**src/rtl/uart_pkg.sv**
```systemverilog
// Shared definitions for the UART receive path: FSM encoding, legal
// oversampling ratios and parity type codes.
package uart_pkg;

    typedef enum logic [2:0] {
        IDLE,
        START,
        DATA,
        PARITY,
        STOP
    } rx_state_e;

    localparam int unsigned PRESCALE_8  = 8;
    localparam int unsigned PRESCALE_16 = 16;
    localparam int unsigned PRESCALE_32 = 32;

    localparam logic PAR_EVEN = 1'b0;
    localparam logic PAR_ODD  = 1'b1;

    // Anything other than 8/16/32 falls back to 8x oversampling.
    function automatic int unsigned legal_prescale(input int unsigned p);
        if (p == PRESCALE_8 || p == PRESCALE_16 || p == PRESCALE_32)
            return p;
        return PRESCALE_8;
    endfunction

endpackage

```
**src/rtl/rx_data_sampling.sv**
```systemverilog
// Three-point sampler around the middle of each bit period; produces the
// 2-of-3 majority bit and a flag that stays high once all votes are in.
module rx_data_sampling #(
    parameter int PRESCALE_WIDTH = 6
) (
    input  logic                      clk,
    input  logic                      rst_n,
    input  logic [PRESCALE_WIDTH-1:0] edge_cnt,
    input  logic [PRESCALE_WIDTH-1:0] prescale,
    input  logic                      rx_in,
    output logic                      sampled_bit,
    output logic                      sample_done
);

    localparam logic [PRESCALE_WIDTH-1:0] ONE = PRESCALE_WIDTH'(1);

    logic [PRESCALE_WIDTH-1:0] half;
    logic [2:0]                votes;

    assign half = prescale >> 1;

    always_ff @(posedge clk or negedge rst_n) begin
        if (!rst_n) begin
            votes       <= '0;
            sample_done <= 1'b0;
        end else begin
            if (edge_cnt == half - ONE) votes[0] <= rx_in;
            if (edge_cnt == half)       votes[1] <= rx_in;
            if (edge_cnt == half + ONE) begin
                votes[2]    <= rx_in;
                sample_done <= 1'b1;
            end else if (edge_cnt == prescale - ONE) begin
                sample_done <= 1'b0;
            end
        end
    end

    assign sampled_bit = (votes[0] & votes[1]) | (votes[0] & votes[2]) | (votes[1] & votes[2]);

endmodule

```
**src/rtl/uart_rx.sv**
```systemverilog
// UART receiver: start detection, oversampled majority voting, LSB-first
// deserialization, optional parity and mandatory stop-bit checking.
module uart_rx
    import uart_pkg::*;
#(
    parameter int DATA_WIDTH     = 8,
    parameter int PRESCALE_WIDTH = 6
) (
    input  logic                      CLK,
    input  logic                      RST,
    input  logic                      RX_IN,
    input  logic                      PAR_EN,
    input  logic                      PAR_TYP,
    input  logic [PRESCALE_WIDTH-1:0] Prescale,
    output logic [DATA_WIDTH-1:0]     P_DATA,
    output logic                      Data_Valid,
    output logic                      Parity_Error,
    output logic                      Stop_Error
);

    localparam int BW = (DATA_WIDTH > 1) ? $clog2(DATA_WIDTH) : 1;
    localparam logic [PRESCALE_WIDTH-1:0] P_ONE    = PRESCALE_WIDTH'(1);
    localparam logic [BW-1:0]             LAST_BIT = BW'(DATA_WIDTH - 1);

    rx_state_e                 state, next_state;
    logic [PRESCALE_WIDTH-1:0] edge_cnt, presc_q;
    logic [BW-1:0]             bit_cnt;
    logic [DATA_WIDTH-1:0]     shreg;
    logic                      par_en_q, par_typ_q;
    logic                      sampled_bit, sample_done;
    logic                      start_det, bit_end;
    logic                      dv_nxt, pe_nxt, se_nxt;

    assign start_det = (state == IDLE) && !RX_IN;
    assign bit_end   = (state != IDLE) && sample_done && (edge_cnt == presc_q - P_ONE);

    rx_data_sampling #(
        .PRESCALE_WIDTH(PRESCALE_WIDTH)
    ) u_sampling (
        .clk        (CLK),
        .rst_n      (RST),
        .edge_cnt   (edge_cnt),
        .prescale   (presc_q),
        .rx_in      (RX_IN),
        .sampled_bit(sampled_bit),
        .sample_done(sample_done)
    );

    always_ff @(posedge CLK or negedge RST) begin
        if (!RST) state <= IDLE;
        else      state <= next_state;
    end

    always_comb begin
        next_state = state;
        dv_nxt     = 1'b0;
        pe_nxt     = 1'b0;
        se_nxt     = 1'b0;
        case (state)
            IDLE:   if (!RX_IN) next_state = START;
            // A start bit that votes high was line noise; drop back quietly.
            START:  if (bit_end) next_state = sampled_bit ? IDLE : DATA;
            DATA:   if (bit_end && bit_cnt == LAST_BIT) next_state = par_en_q ? PARITY : STOP;
            PARITY: if (bit_end) begin
                if (sampled_bit != ((^shreg) ^ (par_typ_q == PAR_ODD))) begin
                    pe_nxt     = 1'b1;
                    next_state = IDLE;
                end else begin
                    next_state = STOP;
                end
            end
            STOP:   if (bit_end) begin
                next_state = IDLE;
                if (sampled_bit) dv_nxt = 1'b1;
                else             se_nxt = 1'b1;
            end
            default: next_state = IDLE;
        endcase
    end

    // Frame configuration is frozen at start detection; the line sample
    // at detection counts as edge 0, so the counter resumes at 1.
    always_ff @(posedge CLK or negedge RST) begin
        if (!RST) begin
            edge_cnt  <= '0;
            bit_cnt   <= '0;
            shreg     <= '0;
            presc_q   <= PRESCALE_WIDTH'(PRESCALE_8);
            par_en_q  <= 1'b0;
            par_typ_q <= 1'b0;
        end else begin
            if (start_det) begin
                edge_cnt  <= P_ONE;
                presc_q   <= PRESCALE_WIDTH'(legal_prescale(32'(Prescale)));
                par_en_q  <= PAR_EN;
                par_typ_q <= PAR_TYP;
            end else if (state == IDLE || bit_end) begin
                edge_cnt <= '0;
            end else begin
                edge_cnt <= edge_cnt + P_ONE;
            end

            if (state == IDLE) begin
                bit_cnt <= '0;
            end else if (state == DATA && bit_end) begin
                shreg[bit_cnt] <= sampled_bit;
                bit_cnt        <= bit_cnt + BW'(1);
            end
        end
    end

    always_ff @(posedge CLK or negedge RST) begin
        if (!RST) begin
            P_DATA       <= '0;
            Data_Valid   <= 1'b0;
            Parity_Error <= 1'b0;
            Stop_Error   <= 1'b0;
        end else begin
            Data_Valid   <= dv_nxt;
            Parity_Error <= pe_nxt;
            Stop_Error   <= se_nxt;
            if (dv_nxt) P_DATA <= shreg;
        end
    end

endmodule

```
**config.mk**
```make
export PLATFORM = sky130hd
export DESIGN_NAME = uart_rx
export DESIGN_NICKNAME = d
export VERILOG_FILES = /design/src/rtl/uart_pkg.sv /design/src/rtl/rx_data_sampling.sv /design/src/rtl/uart_rx.sv
export SDC_FILE = /design/constraint.sdc
export NUM_CORES = 1
export LEC_CHECK = 0
export BUFFER_PORTS_ARGS = -buffer_cell sky130_fd_sc_hd__buf_2
export CORE_UTILIZATION = 60
export DETAILED_ROUTE_END_ITERATION = 16
export PLACE_DENSITY = 0.85
export SYNTH_ARGS = -nofsm -noshare
export SYNTH_HDL_FRONTEND = slang
export SYNTH_SLANG_ARGS = --single-unit
```
**constraint.sdc**
```tcl
create_clock -name CLK -period 4.1 [get_ports CLK]
set_input_delay 0.205 -clock CLK [delete_from_list [all_inputs] [get_ports CLK]]
set_output_delay 0.205 -clock CLK [all_outputs]
set_load 0.01 [all_outputs]
```
# After elaboration in Yosys (flattened, before gate mapping)
# Cells that the tools add are included.
[totals]
reg_bits = 43
input_bits = 11
[classes]
magnitude_cmp = 2
eq_ne = 18
bitwise_logic = 7
mux = 31
n_reduce_logical = 17
add_sub_neg = 5
[op_table]
columns = ["operator", "count"]
rows = [
  ["$mux 3", 9],
  ["$mux 6", 4],
  ["$eq 6x6->1", 3],
  ["$pmux 3 s5", 1],
  ["$mux 1", 14],
  ["$ne 2x2->1 const B", 5],
  ["$bwmux 8", 1],
  ["$reduce_xor 8->1", 1],
  ["$add 5x1->6 const B", 1],
  ["$add 6x1->6 const B", 1],
  ["$eq 3x2->1 const B", 2],
  ["$eq 3x3->1 const B", 2],
  ["$eq 6x4->1 const B", 1],
  ["$eq 6x5->1", 1],
  ["$eq 6x5->1 const B", 1],
  ["$eq 6x6->1 const B", 1],
  ["$logic_and 1x1->1", 6],
  ["$sub 5x1->6 const B", 1],
  ["$sub 6x1->6 const B", 1],
  ["$reduce_and 5->1", 1],
  ["$lt 3x4->1 const B", 1],
  ["$reduce_bool 2->1", 2],
  ["$add 3x1->3 const B", 1],
  ["$and 1x1->1", 3],
  ["13 further kinds", 16],
]

# Logic depth before layout (Yosys ltp)
[depth]
ltp_word = 7
ltp_mapped = 10
mapped_depth_nobuf = 8

# Hierarchy
# A second synthesis with hierarchy kept.
[hier_totals]
cells_unflattened = 258
area_unflattened_um2 = 2676.3
[modules_own_cells]
columns = ["mod", "cells_per_inst", "n_inst", "area_each_um2"]
rows = [
  ["uart_rx", 186, 1, 2054.5],
  ["rx_data_sampling", 72, 1, 621.8],
]

# Least setup slack after synthesis
# No wires, ideal clock.
[synth_path]
path_kind = "flip-flop to flip-flop"
startpoint = "reg presc_q[1]"
endpoint = "reg shreg[6]"
required_time_ns = 3.973
path_stages_with_launch = 10
slack_ns = 1.774
n_path_buf = 1
arrival_time_ns = 2.198
cell_sequence = "dfrtp_1 inv_1 ha_1 xnor2_1 a311oi_2 o21ai_2 nor4_4 buf_6 nand4b_1 mux2_1"
[synth_via]
elab_chain_cells = 5
[synth_rtl]
columns = ["element", "line", "text"]
rows = [
  ["from (decl)", "uart_rx.sv:26", "logic [PRESCALE_WIDTH-1:0] edge_cnt, presc_q;"],
  ["from (signal assigned)", "uart_rx.sv:88", "presc_q <= PRESCALE_WIDTH'(PRESCALE_8);"],
  ["from (signal assigned)", "uart_rx.sv:94", "presc_q <= PRESCALE_WIDTH'(legal_prescale(32'(Prescale)));"],
  ["$sub 6x1->6", "uart_rx.sv:35", "assign bit_end = (state != IDLE) && sample_done && (edge_cnt == presc_q - P_ONE);"],
  ["$eq 6x6->1", "uart_rx.sv:35", ""],
  ["$logic_and 1x1->1", "uart_rx.sv:35", ""],
  ["$logic_and 1x1->1", "uart_rx.sv:105", "end else if (state == DATA && bit_end) begin"],
  ["$reduce_and 2->1 (no source line)", "-", ""],
  ["to (signal, indexed assignment)", "uart_rx.sv:106", "shreg[bit_cnt] <= sampled_bit;"],
  ["to (decl)", "uart_rx.sv:28", "logic [DATA_WIDTH-1:0] shreg;"],
]
# No other way between the ends.
# A chain may end at the register's enable or synchronous reset.

# Worst setup path after layout
[layout_path]
startpoint = "reg presc_q[1]"
endpoint = "reg shreg[4]"
# Same word-level chain as after synthesis.

==> flow_metrics.tcl <==
set metrics [dict create \
    grt_pass1_wl_um 8000 \
    die_h_um 66.8 \
    htree_num_levels 2 \
    viasPerCell 5.83 \
    pre_cts_ws_ps 1290 \
    cts_max_path_buffers 2 \
    synth_area_um2 2520 \
    antenna_found_initial 0 \
    async_flop_share_pct 100 \
    ys_seq_area_share_pct 42.8 \
    worstSkewPairLatency_ps 300 \
    slew_viol_final 0 \
    drcViolationCount 0 \
    clock-root-buffer "clkbuf_8" \
    synth_fp_nets 255 \
    fin_setup_tns_ps 0 \
    core_um2 4000 \
    cts_sinks 43 \
    status "completed" \
    area_growth_pct 5.37 \
    fp-row-count 23 \
    crit_path_end_kind "flop" \
    gr-total-overflow 0 \
    r2r_end "shreg[4]" \
    cts_repair_resize_count 0 \
    netlist_top_cells_count "dfrtp_1 (42), nand2_1 (26), nor2_1 (22)" \
    vias 1756 \
    power_density_nw_per_um2 571 \
    routed_wl_um 4730 \
    synthTopCellsByArea "dfrtp_1 (42%), xnor2_1 (7.3%), mux2_2 (6.7%), nand2_1 (3.9%), ha_1 (3.5%)" \
    min_period_ps 2820 \
    slew_headroom_pct 36.1 \
    path_clk_slew_ps 80 \
    hold_viol 0 \
    hpwl_um 3290 \
    avgSynthCellArea_um2 10.6 \
    cp-start-kind "flop" \
    cts_tree "yes" \
    num-nets-final 268 \
    leakagePower_nw 1.22 \
    fin_ws_ps 1280 \
    max-cap-violations 0 \
    postSynthCellCount 237 \
    worst_pin_slew_ps 959 \
    drt_first_pass_iters 4 \
    ant_nets 0 \
    gp_congestion 0.846 \
    fin_skew_ps 9.27 \
    max_freq_ghz 0.354 \
    synth_area_leader_cell "dfrtp_1" \
    grt_max_degree 44 \
    gr-usage-all-layers_pct 24.7 \
    rsz0062_at_grt "no" \
    criticalPathCategory "flop to flop" \
    dieArea_um2 4460 \
    synth_edf_count 0 \
    die_w_um 66.8 \
    drive_gt1_share_pct 23.1 \
    hold_buffers 0 \
    wl_per_cell_um 15.7 \
    hold_class "input pin to async pin" \
    setup-violations-final 0 \
    reg2reg_from "presc_q[1]" \
    ys_warn_count 0 \
    r2r_slack_ps 1280 \
    drt_first_iter_violations 98 \
    synth-seq-cells 43 \
    cts_buffers 5 \
    critPathRequiredTime_ps 4290 \
    yosysTopAreaCellShare_pct 41.8 \
    insertedDiodeCount 0 \
    yosys.cell_count.top_type "dfrtp_1" \
    start_util_pct 62.9 \
    portBuffers 21 \
    rr_worst_depth 8 \
    postCtsSetupBuffers 0 \
    ys_types 51 \
    worstPathArrival_ps 3020 \
    peakVddDrop_mv 0.392 \
    grt_pass1_vias 1719 \
    timing.final.crit_share_pct 68.9 \
    io_pins 22 \
    synth_ff_type "dfrtp_1" \
    cp_max_fo 13 \
]
sequential cells by signal, summed over array words and instances, names as in the netlist:
signal	cells
Data_Valid	1
u_sampling.sample_done	1
par_typ_q	1
Parity_Error	1
presc_q	6
edge_cnt	6
P_DATA	8
par_en_q	1
Stop_Error	1
state	3
bit_cnt	3
shreg	8
u_sampling.votes	3
area by class of cell:
cell class                 instances  area [µm²]
clock buffer                       6        72.6
clock inverter                     2        12.5
inverter                           4        15.0
fill                             313        1350
multi-input combinational        175        1310
timing repair buffer              21         105
tap                               50        62.6
sequential                        43        1080
metal layers:
metal  global-route usage, %  vias to the layer above  part of all wire, %
li1                        -                      840                    -
met1                    34.0                      851                   44
met2                    38.3                       57                   48
met3                    5.31                        8                  6.3
met4                    8.51                        0                  1.7
met5                       0                        -                    0
logic make-up after synthesis:
logic type      count (synthesis)  share of synthesized area (%)
buf+inv                        19                           5.27
xor+xnor                       29                           10.6
mux                            23                           10.1
simple gates                   90                           19.7
fa+ha+maj                       8                           3.88
flops                          43                           42.8
compound gates                 25                           7.56
critical path, cell delays in order (launching register included):
cell      delay (ps)
dfrtp_1          460
inv_1            150
ha_1             310
xnor2_1          140
a311oi_2         260
o21ai_2          120
nor4_4           620
and4bb_2         330
mux2_2           330
where the power goes:
group          total [W]  switching, W  internal [W]
clock           0.000268      0.000149      0.000119
combinational   0.000608      0.000326      0.000282
sequential      0.000638      0.000137      0.000502
metrics by stage:
| stage | power [W] | instance area, µm² | util, % | cells | hold slack (ps) |
|---|---|---|---|---|---|
| 6_report | 0.00152 | 2650 | 66.3 | 301 | 45.7 |
| 5_1_grt | 0.00161 | 2650 | 66.3 | 301 | 103 |
| 3_3_place_gp | 0.00122 | 2570 | 64.2 | 293 | 394 |
| 3_5_place_dp | 0.00124 | 2570 | 64.2 | 293 | 403 |
| 2_1_floorplan | 0.00116 | 2520 | - | 237 | -90.6 |
| 4_1_cts | 0.00152 | 2650 | 66.3 | 301 | 80.8 |
how the worst max path moves through the flow:
stage	cells after the start	end	startpoint	slack, ps
floorplan	9	shreg[6]	presc_q[1]	1770
global placement	8	shreg[4]	presc_q[1]	1390
detailed placement	8	shreg[4]	presc_q[1]	1290
CTS	8	shreg[4]	presc_q[1]	1270
global route	8	shreg[4]	presc_q[1]	1060
finish	8	shreg[4]	presc_q[1]	1280
cell usage in the layout (no fill, tap or decap), types with 2 or more instances in the layout:
cell type | netlist | layout
clkbuf_8 | 0 | 5
o21ai_0 | 6 | 6
a21oi_1 | 3 | 3
ha_1 | 7 | 7
nand2b_1 | 4 | 4
nor3_1 | 3 | 3
nand4b_1 | 4 | 4
nand4_1 | 3 | 3
or2_2 | 2 | 2
xnor2_1 | 21 | 21
dfrtp_1 | 42 | 42
nand3_1 | 8 | 8
and3_1 | 2 | 2
nor3b_1 | 3 | 3
mux2_1 | 5 | 5
mux2i_1 | 3 | 3
nand2_1 | 26 | 26
o211ai_1 | 3 | 3
and4bb_2 | 2 | 2
mux2_2 | 15 | 15
inv_1 | 4 | 4
buf_2 | 5 | 21
o31ai_1 | 3 | 3
nor2_1 | 22 | 22
or3_1 | 2 | 2
xor2_1 | 7 | 7
Note: power is estimated with default switching activity, not from simulation.
